File: config.mk
export PLATFORM = sky130hd
export DESIGN_NAME = apb4_ahb3lite_bridge_flat
export DESIGN_NICKNAME = d
export VERILOG_FILES = /design/src/rtl/apb4_ahb3lite_bridge_if.sv /design/src/rtl/apb4_ahb3lite_bridge.sv /design/src/flat_wrapper.sv
export SDC_FILE = /design/constraint.sdc
export NUM_CORES = 1
export LEC_CHECK = 0
export ABC_CLOCK_PERIOD_IN_PS = 5700
export CAP_MARGIN = 20
export CORE_MARGIN = 8
export CORE_UTILIZATION = 35
export DETAILED_ROUTE_END_ITERATION = 10
export PLACE_DENSITY = 0.82
export SYNTH_ARGS = -nofsm -noshare
export SYNTH_HDL_FRONTEND = slang
export SYNTH_SLANG_ARGS = --single-unit
File: constraint.sdc
create_clock -name CLK -period 5.7 [get_ports CLK]
set_clock_uncertainty 0.1 [all_clocks]
set_input_delay 1.14 -clock CLK [delete_from_list [all_inputs] [get_ports CLK]]
set_output_delay 1.14 -clock CLK [all_outputs]
set_load 0.02 [all_outputs]
File: src/rtl/apb4_ahb3lite_bridge_if.sv
// Bus bundles for the APB4-to-AHB3-lite bridge: an APB4 link and an AHB3-lite link,
// each with master/slave views.
interface apb4_if #(
    parameter int PADDR_SIZE = 16
);
    logic                  PSEL;
    logic                  PENABLE;
    logic                  PWRITE;
    logic [PADDR_SIZE-1:0] PADDR;
    logic [31:0]           PWDATA;
    logic [3:0]            PSTRB;
    logic [2:0]            PPROT;
    logic [31:0]           PRDATA;
    logic                  PREADY;
    logic                  PSLVERR;

    modport master (
        output PSEL, PENABLE, PWRITE, PADDR, PWDATA, PSTRB, PPROT,
        input  PRDATA, PREADY, PSLVERR
    );

    modport slave (
        input  PSEL, PENABLE, PWRITE, PADDR, PWDATA, PSTRB, PPROT,
        output PRDATA, PREADY, PSLVERR
    );
endinterface

interface ahb3lite_if;
    logic        HSEL;
    logic [31:0] HADDR;
    logic [31:0] HWDATA;
    logic [1:0]  HTRANS;
    logic [2:0]  HSIZE;
    logic [2:0]  HBURST;
    logic [3:0]  HPROT;
    logic        HWRITE;
    logic        HMASTLOCK;
    logic [31:0] HRDATA;
    logic        HREADY;
    logic        HRESP;

    modport master (
        output HSEL, HADDR, HWDATA, HTRANS, HSIZE, HBURST, HPROT, HWRITE, HMASTLOCK,
        input  HRDATA, HREADY, HRESP
    );

    modport slave (
        input  HSEL, HADDR, HWDATA, HTRANS, HSIZE, HBURST, HPROT, HWRITE, HMASTLOCK,
        output HRDATA, HREADY, HRESP
    );
endinterface

File: src/rtl/apb4_ahb3lite_bridge.sv
// APB4 slave that replays each access as one AHB3-lite SINGLE transfer (one outstanding).
// Optional AHB stall timeout with bus drain: define APB4_AHB3_BRIDGE_TIMEOUT_EN.
module apb4_ahb3lite_bridge #(
    parameter logic [31:0] HADDR_BASE     = 32'h0000_0000,
    parameter int          PADDR_SIZE     = 16,
    parameter int          TIMEOUT_CYCLES = 255
) (
    input  logic       CLK,
    input  logic       RESETn,
    apb4_if.slave      apb,
    ahb3lite_if.master ahb
);
    typedef enum logic [1:0] {S_IDLE, S_ADDR, S_DATA, S_RESP} state_t;

    localparam logic [1:0] HTRANS_IDLE   = 2'b00;
    localparam logic [1:0] HTRANS_NONSEQ = 2'b10;

    state_t      r_state;
    state_t      w_state_next;
    logic [31:0] r_haddr;
    logic [31:0] r_hwdata;
    logic [31:0] r_prdata;
    logic [2:0]  r_hsize;
    logic [3:0]  r_hprot;
    logic        r_hwrite;
    logic        r_pslverr;

    logic [31:0] w_full_addr;
    logic [5:0]  w_dec;
    logic        w_strb_legal;
    logic        w_strb_empty;
    logic        w_accept;
    logic        w_timeout;
    logic        w_drain_busy;
    logic        w_drain_nonseq;
    logic        w_unused;

    // Returns {legal, HADDR[1:0], HSIZE} for a write strobe pattern.
    function automatic logic [5:0] f_strb_decode(input logic [3:0] strb);
        logic [5:0] dec;
        case (strb)
            4'b1111: dec = {1'b1, 2'b00, 3'b010};
            4'b0011: dec = {1'b1, 2'b00, 3'b001};
            4'b1100: dec = {1'b1, 2'b10, 3'b001};
            4'b0001: dec = {1'b1, 2'b00, 3'b000};
            4'b0010: dec = {1'b1, 2'b01, 3'b000};
            4'b0100: dec = {1'b1, 2'b10, 3'b000};
            4'b1000: dec = {1'b1, 2'b11, 3'b000};
            default: dec = {1'b0, 2'b00, 3'b000};
        endcase
        return dec;
    endfunction

    assign w_full_addr  = {HADDR_BASE[31:PADDR_SIZE], apb.PADDR};
    assign w_dec        = f_strb_decode(apb.PSTRB);
    assign w_strb_legal = w_dec[5];
    assign w_strb_empty = (apb.PSTRB == 4'b0000);
    assign w_accept     = (r_state == S_IDLE) && apb.PSEL && !w_drain_busy;
    assign w_unused     = ^{apb.PENABLE, apb.PPROT[1], w_full_addr[1:0]};

`ifdef APB4_AHB3_BRIDGE_TIMEOUT_EN
    localparam logic [1:0]  D_NONE  = 2'd0;
    localparam logic [1:0]  D_ADDR  = 2'd1;
    localparam logic [1:0]  D_DATA  = 2'd2;
    localparam logic [15:0] TO_LAST = 16'(TIMEOUT_CYCLES - 1);

    logic [15:0] r_tcnt;
    logic [1:0]  r_drain;

    assign w_timeout      = ((r_state == S_ADDR) || (r_state == S_DATA)) && !ahb.HREADY
                            && (r_tcnt == TO_LAST);
    assign w_drain_busy   = (r_drain != D_NONE);
    assign w_drain_nonseq = (r_drain == D_ADDR);

    // After a timeout the APB side is released but the AHB transfer must still finish.
    always_ff @(posedge CLK or negedge RESETn) begin
        if (!RESETn) begin
            r_tcnt  <= 16'd0;
            r_drain <= D_NONE;
        end else begin
            if (w_accept)
                r_tcnt <= 16'd0;
            else if (((r_state == S_ADDR) || (r_state == S_DATA)) && !ahb.HREADY)
                r_tcnt <= r_tcnt + 16'd1;

            case (r_drain)
                D_NONE:  if (w_timeout) r_drain <= (r_state == S_ADDR) ? D_ADDR : D_DATA;
                D_ADDR:  if (ahb.HREADY) r_drain <= D_DATA;
                D_DATA:  if (ahb.HREADY) r_drain <= D_NONE;
                default: r_drain <= D_NONE;
            endcase
        end
    end
`else
    logic w_unused_timeout;

    assign w_timeout        = 1'b0;
    assign w_drain_busy     = 1'b0;
    assign w_drain_nonseq   = 1'b0;
    assign w_unused_timeout = |16'(TIMEOUT_CYCLES);
`endif

    always_ff @(posedge CLK or negedge RESETn) begin
        if (!RESETn)
            r_state <= S_IDLE;
        else
            r_state <= w_state_next;
    end

    always_comb begin
        w_state_next = r_state;
        case (r_state)
            S_IDLE:
                if (w_accept)
                    w_state_next = (!apb.PWRITE || w_strb_legal) ? S_ADDR : S_RESP;
            S_ADDR:
                if (ahb.HREADY)
                    w_state_next = S_DATA;
                else if (w_timeout)
                    w_state_next = S_RESP;
            S_DATA:
                if (ahb.HREADY || w_timeout)
                    w_state_next = S_RESP;
            S_RESP:
                w_state_next = S_IDLE;
            default:
                w_state_next = S_IDLE;
        endcase
    end

    always_comb begin
        ahb.HTRANS = HTRANS_IDLE;
        apb.PREADY = 1'b0;
        if ((r_state == S_ADDR) || w_drain_nonseq)
            ahb.HTRANS = HTRANS_NONSEQ;
        if (r_state == S_RESP)
            apb.PREADY = 1'b1;
    end

    // Reads always go out as aligned words; writes take lane/size from the strobe.
    always_ff @(posedge CLK or negedge RESETn) begin
        if (!RESETn) begin
            r_haddr   <= 32'd0;
            r_hwdata  <= 32'd0;
            r_prdata  <= 32'd0;
            r_hsize   <= 3'd0;
            r_hprot   <= 4'd0;
            r_hwrite  <= 1'b0;
            r_pslverr <= 1'b0;
        end else begin
            if (w_accept) begin
                r_haddr   <= apb.PWRITE ? {w_full_addr[31:2], w_dec[4:3]}
                                        : {w_full_addr[31:2], 2'b00};
                r_hsize   <= apb.PWRITE ? w_dec[2:0] : 3'b010;
                r_hwrite  <= apb.PWRITE;
                r_hwdata  <= apb.PWDATA;
                r_hprot   <= {2'b00, apb.PPROT[0], ~apb.PPROT[2]};
                r_pslverr <= apb.PWRITE && !w_strb_legal && !w_strb_empty;
            end else if (w_timeout) begin
                r_pslverr <= 1'b1;
            end else if ((r_state == S_DATA) && ahb.HREADY) begin
                r_pslverr <= ahb.HRESP;
                if (!r_hwrite)
                    r_prdata <= ahb.HRDATA;
            end
        end
    end

    assign ahb.HSEL      = 1'b1;
    assign ahb.HBURST    = 3'b000;
    assign ahb.HMASTLOCK = 1'b0;
    assign ahb.HADDR     = r_haddr;
    assign ahb.HWDATA    = r_hwdata;
    assign ahb.HSIZE     = r_hsize;
    assign ahb.HWRITE    = r_hwrite;
    assign ahb.HPROT     = r_hprot;
    assign apb.PRDATA    = r_prdata;
    assign apb.PSLVERR   = r_pslverr;

endmodule

File: src/flat_wrapper.sv
// flat-port wrapper written by rule: the top's interface ports become plain ports
module apb4_ahb3lite_bridge_flat 
#(
    parameter logic [31:0] HADDR_BASE     = 32'h0000_0000,
    parameter int          PADDR_SIZE     = 16,
    parameter int          TIMEOUT_CYCLES = 255
)
  (CLK, RESETn, apb_PSEL, apb_PENABLE, apb_PWRITE, apb_PADDR, apb_PWDATA, apb_PSTRB, apb_PPROT, apb_PRDATA, apb_PREADY, apb_PSLVERR, ahb_HSEL, ahb_HADDR, ahb_HWDATA, ahb_HTRANS, ahb_HSIZE, ahb_HBURST, ahb_HPROT, ahb_HWRITE, ahb_HMASTLOCK, ahb_HRDATA, ahb_HREADY, ahb_HRESP);
  apb4_if #(.PADDR_SIZE(PADDR_SIZE)) apb_i ();
  ahb3lite_if ahb_i ();
  input  logic CLK;
  input  logic RESETn;
  input wire logic [$bits(apb_i.PSEL)-1:0] apb_PSEL;
  input wire logic [$bits(apb_i.PENABLE)-1:0] apb_PENABLE;
  input wire logic [$bits(apb_i.PWRITE)-1:0] apb_PWRITE;
  input wire logic [$bits(apb_i.PADDR)-1:0] apb_PADDR;
  input wire logic [$bits(apb_i.PWDATA)-1:0] apb_PWDATA;
  input wire logic [$bits(apb_i.PSTRB)-1:0] apb_PSTRB;
  input wire logic [$bits(apb_i.PPROT)-1:0] apb_PPROT;
  output wire logic [$bits(apb_i.PRDATA)-1:0] apb_PRDATA;
  output wire logic [$bits(apb_i.PREADY)-1:0] apb_PREADY;
  output wire logic [$bits(apb_i.PSLVERR)-1:0] apb_PSLVERR;
  output wire logic [$bits(ahb_i.HSEL)-1:0] ahb_HSEL;
  output wire logic [$bits(ahb_i.HADDR)-1:0] ahb_HADDR;
  output wire logic [$bits(ahb_i.HWDATA)-1:0] ahb_HWDATA;
  output wire logic [$bits(ahb_i.HTRANS)-1:0] ahb_HTRANS;
  output wire logic [$bits(ahb_i.HSIZE)-1:0] ahb_HSIZE;
  output wire logic [$bits(ahb_i.HBURST)-1:0] ahb_HBURST;
  output wire logic [$bits(ahb_i.HPROT)-1:0] ahb_HPROT;
  output wire logic [$bits(ahb_i.HWRITE)-1:0] ahb_HWRITE;
  output wire logic [$bits(ahb_i.HMASTLOCK)-1:0] ahb_HMASTLOCK;
  input wire logic [$bits(ahb_i.HRDATA)-1:0] ahb_HRDATA;
  input wire logic [$bits(ahb_i.HREADY)-1:0] ahb_HREADY;
  input wire logic [$bits(ahb_i.HRESP)-1:0] ahb_HRESP;
  assign apb_i.PSEL = apb_PSEL;
  assign apb_i.PENABLE = apb_PENABLE;
  assign apb_i.PWRITE = apb_PWRITE;
  assign apb_i.PADDR = apb_PADDR;
  assign apb_i.PWDATA = apb_PWDATA;
  assign apb_i.PSTRB = apb_PSTRB;
  assign apb_i.PPROT = apb_PPROT;
  assign apb_PRDATA = apb_i.PRDATA;
  assign apb_PREADY = apb_i.PREADY;
  assign apb_PSLVERR = apb_i.PSLVERR;
  assign ahb_HSEL = ahb_i.HSEL;
  assign ahb_HADDR = ahb_i.HADDR;
  assign ahb_HWDATA = ahb_i.HWDATA;
  assign ahb_HTRANS = ahb_i.HTRANS;
  assign ahb_HSIZE = ahb_i.HSIZE;
  assign ahb_HBURST = ahb_i.HBURST;
  assign ahb_HPROT = ahb_i.HPROT;
  assign ahb_HWRITE = ahb_i.HWRITE;
  assign ahb_HMASTLOCK = ahb_i.HMASTLOCK;
  assign ahb_i.HRDATA = ahb_HRDATA;
  assign ahb_i.HREADY = ahb_HREADY;
  assign ahb_i.HRESP = ahb_HRESP;
  apb4_ahb3lite_bridge #(.HADDR_BASE(HADDR_BASE), .PADDR_SIZE(PADDR_SIZE), .TIMEOUT_CYCLES(TIMEOUT_CYCLES)) u_core (.CLK(CLK), .RESETn(RESETn), .apb(apb_i), .ahb(ahb_i));
endmodule
==> flow_summary.json <==
{
  "synth_area_leaders": "dfrtp_1, nand2_1, mux2_2, buf_4, ha_1",
  "antenna_found_initial": 0,
  "dr.first_iter.drc_count": 141,
  "r2r_setup_slack_ns": 3.16,
  "grt_overflow": 0,
  "clkSinkCount": 88,
  "yosysTopAreaCell": "dfrtp_1",
  "dp_cells": 644,
  "track_usage": 0.149,
  "hold_violations": 0,
  "grt_pass1_vias": 3160,
  "top_layer_used": "met4",
  "end_kind": "flop",
  "cts_max_level": 3,
  "ys_warn_count": 0,
  "rsz0062_at_grt": "false",
  "relSlewSlack": 0.325,
  "fin_cells": 662,
  "finalWirelength_mm": 10.7,
  "fmax_ghz": 0.318,
  "grt_first_pass_wirelength_mm": 17.0,
  "maxCapViolCount": 0,
  "chipWidth_um": 118,
  "wl_met3_mm": 1.10,
  "initial_utilization": 0.357,
  "powerDensity_nw_per_um2": 558,
  "n_antenna_cell": 0,
  "finish.utilization": 0.556,
  "yosys_most_used_dff": "dfrtp_1",
  "finalSetupViolations": 0,
  "syn_inst": 347,
  "tns_ns": 0,
  "cp.required_ns": 5.82,
  "dieArea_um2": 14000,
  "async_flop_share": 1.00,
  "wl_met1_mm": 4.34,
  "portBuffers": 177,
  "synth_edf_count": 0,
  "path_cells": "clkdlybuf4s50_1, and2_2, nor3_4, buf_4, mux2_2",
  "cp_num_buf_inv": 2,
  "syn_to_final_growth_pct": 55.4,
  "vias_per_cell": 4.41,
  "start_kind": "primary input",
  "wl_met2_mm": 5.14,
  "finalCritPeriodShare": 0.552,
  "synth_top_area_share": 0.599,
  "clk_pin_slew_worst_paths_ns": 0.07,
  "grt_max_degree": 89,
  "die_h_um": 118,
  "max_stage_delay_ns": 0.56,
  "rows": 37,
  "dpl.hpwl_mm": 8.02,
  "drc": 0,
  "hold_buffers": 0,
  "drive_gt1_frac": 0.0970,
  "cts_resized": 0,
  "clkLatencyLatePin_ns": 0.34,
  "criticalPathCategory": "in -> reg",
  "worst_path_max_delay_cell": "and2_2",
  "run_status": "finished, final reports clean",
  "cts_buffers": 9,
  "slew_violations": 0,
  "crit_family": "buffers and inverters",
  "cts_max_path_buffers": 2,
  "worstPathMaxFanout": 52,
  "drt-wirelength-per-cell_um": 16.1,
  "gp_congestion": 0.753,
  "postCtsSetupBuffers": 0,
  "num_vias": 2918,
  "yosysSeqAreaShare": 0.599,
  "io_pins": 207,
  "netlist_area_um2": 3670,
  "cp_data_arrival_time_ns": 3.27,
  "tightestPinTransition_ns": 1.01,
  "holdWs_ns": 0.380,
  "synth_cell_types": 28,
  "post-route-min-period_ns": 3.15,
  "peakVddDrop_uv": 400,
  "first_pass_iters": 6,
  "synth-seq-cells": 88,
  "ant_nets": 0,
  "core_um2": 10300,
  "tritoncts": "yes",
  "p_leak_nw": 2.64,
  "syn_area_per_cell_um2": 10.6,
  "post-synth-top-count-cell": "nand2_1",
  "synth_commonest_cells": "nand2_1, dfrtp_1, mux2_2, buf_4, clkbuf_1",
  "worstHoldPathType": "reg -> reg",
  "clockRootBuffer": "clkbuf_8",
  "final_nets": 620
}
==> cells in the final DEF, fill, tap and decap left out, drive strengths merged <==
cell type and instances:
clkdlybuf4s50 176, nand2 150, dfrtp 88, mux2 32
conb 25, clkbuf 14, nor2 6, ha 5
buf 4, inv 3, o22ai 2, mux2i 2
o21ai 2, a31oi 2, bufinv 2, and2 1
a32o 1, xnor2 1, o41ai 1, nor3 1
nor4bb 1, nand4 1, o22a 1, nor4 1
o2111ai 1, nand2b 1, o221a 1, a22oi 1
==> worst reg2reg max path: stages, from the launching register on <==
cell and delay, ns:
dfrtp_1 0.42, inv_1 0.13, ha_1 0.22, and2_2 0.84
nor3_4 0.06, buf_4 0.29, mux2_1 0.37
==> power breakdown <==
part           leakage, nW  switching (W)  internal, W
Clock                0.117       0.000208     0.000284
Combinational         1.44       0.000835     0.000779
Sequential            1.08       0.000161     0.000922
Total                 2.64        0.00120      0.00198
==> cell type report <==
| cell class | instances | area [um^2] |
|---|---|---|
| clock inverters | 2 | 60.1 |
| fillers | 895 | 4570 |
| repair buffers | 180 | 1820 |
| flip-flops and latches | 88 | 2200 |
| clock buffers | 14 | 173 |
| multi-input cells | 239 | 1280 |
| inverters | 3 | 11.3 |
| well taps | 136 | 170 |
==> routing by layer <==
layer | up-vias | GRT usage
met2 | 138 | 0.245
met4 | 0 | 0.0395
met1 | 1373 | 0.170
met5 | - | 0
met3 | 7 | 0.0733
li1 | 1400 | -
==> logic make-up (layout without fill, tap and decap cells) <==
logic type | count (synthesis) | after routing | share of synthesized area
AO/OA/AOI/OAI | 12 | 12 | 0.0245
XOR/XNOR | 1 | 1 | 0.00238
adder cells (fa/ha/maj) | 5 | 5 | 0.0170
buffers and inverters | 43 | 199 | 0.0777
flip-flops | 88 | 88 | 0.599
multiplexers | 34 | 34 | 0.104
other | 2 | 25 | 0.00204
AND/OR/NAND/NOR | 162 | 162 | 0.173
==> final timing paths <==
kind | startpoint | to | depth (start not counted)
worst max-delay path | apb_PSEL | u_core.apb.PRDATA[15]$_DFFE_PN0P_ | 5
worst min-delay path | u_core.ahb.HWDATA[15]$_DFFE_PN0P_ | u_core.ahb.HWDATA[15]$_DFFE_PN0P_ | 2
worst max register to register | u_core.r_state[1]$_DFFE_PN0P_ | u_core.apb.PRDATA[29]$_DFFE_PN0P_ | 6
worst min register to register | u_core.ahb.HWDATA[15]$_DFFE_PN0P_ | u_core.ahb.HWDATA[15]$_DFFE_PN0P_ | 2
max in group asynchronous | RESETn | u_core.ahb.HADDR[5]$_DFFE_PN0P_ | 2
min in group asynchronous | RESETn | u_core.apb.PRDATA[19]$_DFFE_PN0P_ | 1
==> state kept, by name, indices dropped and copies added, names as in the netlist <==
register / flops
u_core.ahb.HWDATA: 32
u_core.apb.PSLVERR: 1
u_core.r_state: 2
u_core.ahb.HSIZE: 2
u_core.ahb.HADDR: 16
u_core.ahb.HPROT: 2
u_core.ahb.HWRITE: 1
u_core.apb.PRDATA: 32
==> per-stage QoR <==
stage | total power [W] | setup slack [ns] | instance area (um^2)
final | 0.00319 | 2.55 | 5710
after global placement | 0.00266 | 2.21 | 5440
after detailed placement | 0.00272 | 2.17 | 5440
after global routing | 0.00339 | 2.42 | 5710
after CTS | 0.00322 | 2.55 | 5670
after floorplan | 0.00191 | 3.30 | 3760
Note: power is estimated with default switching activity, not from simulation.
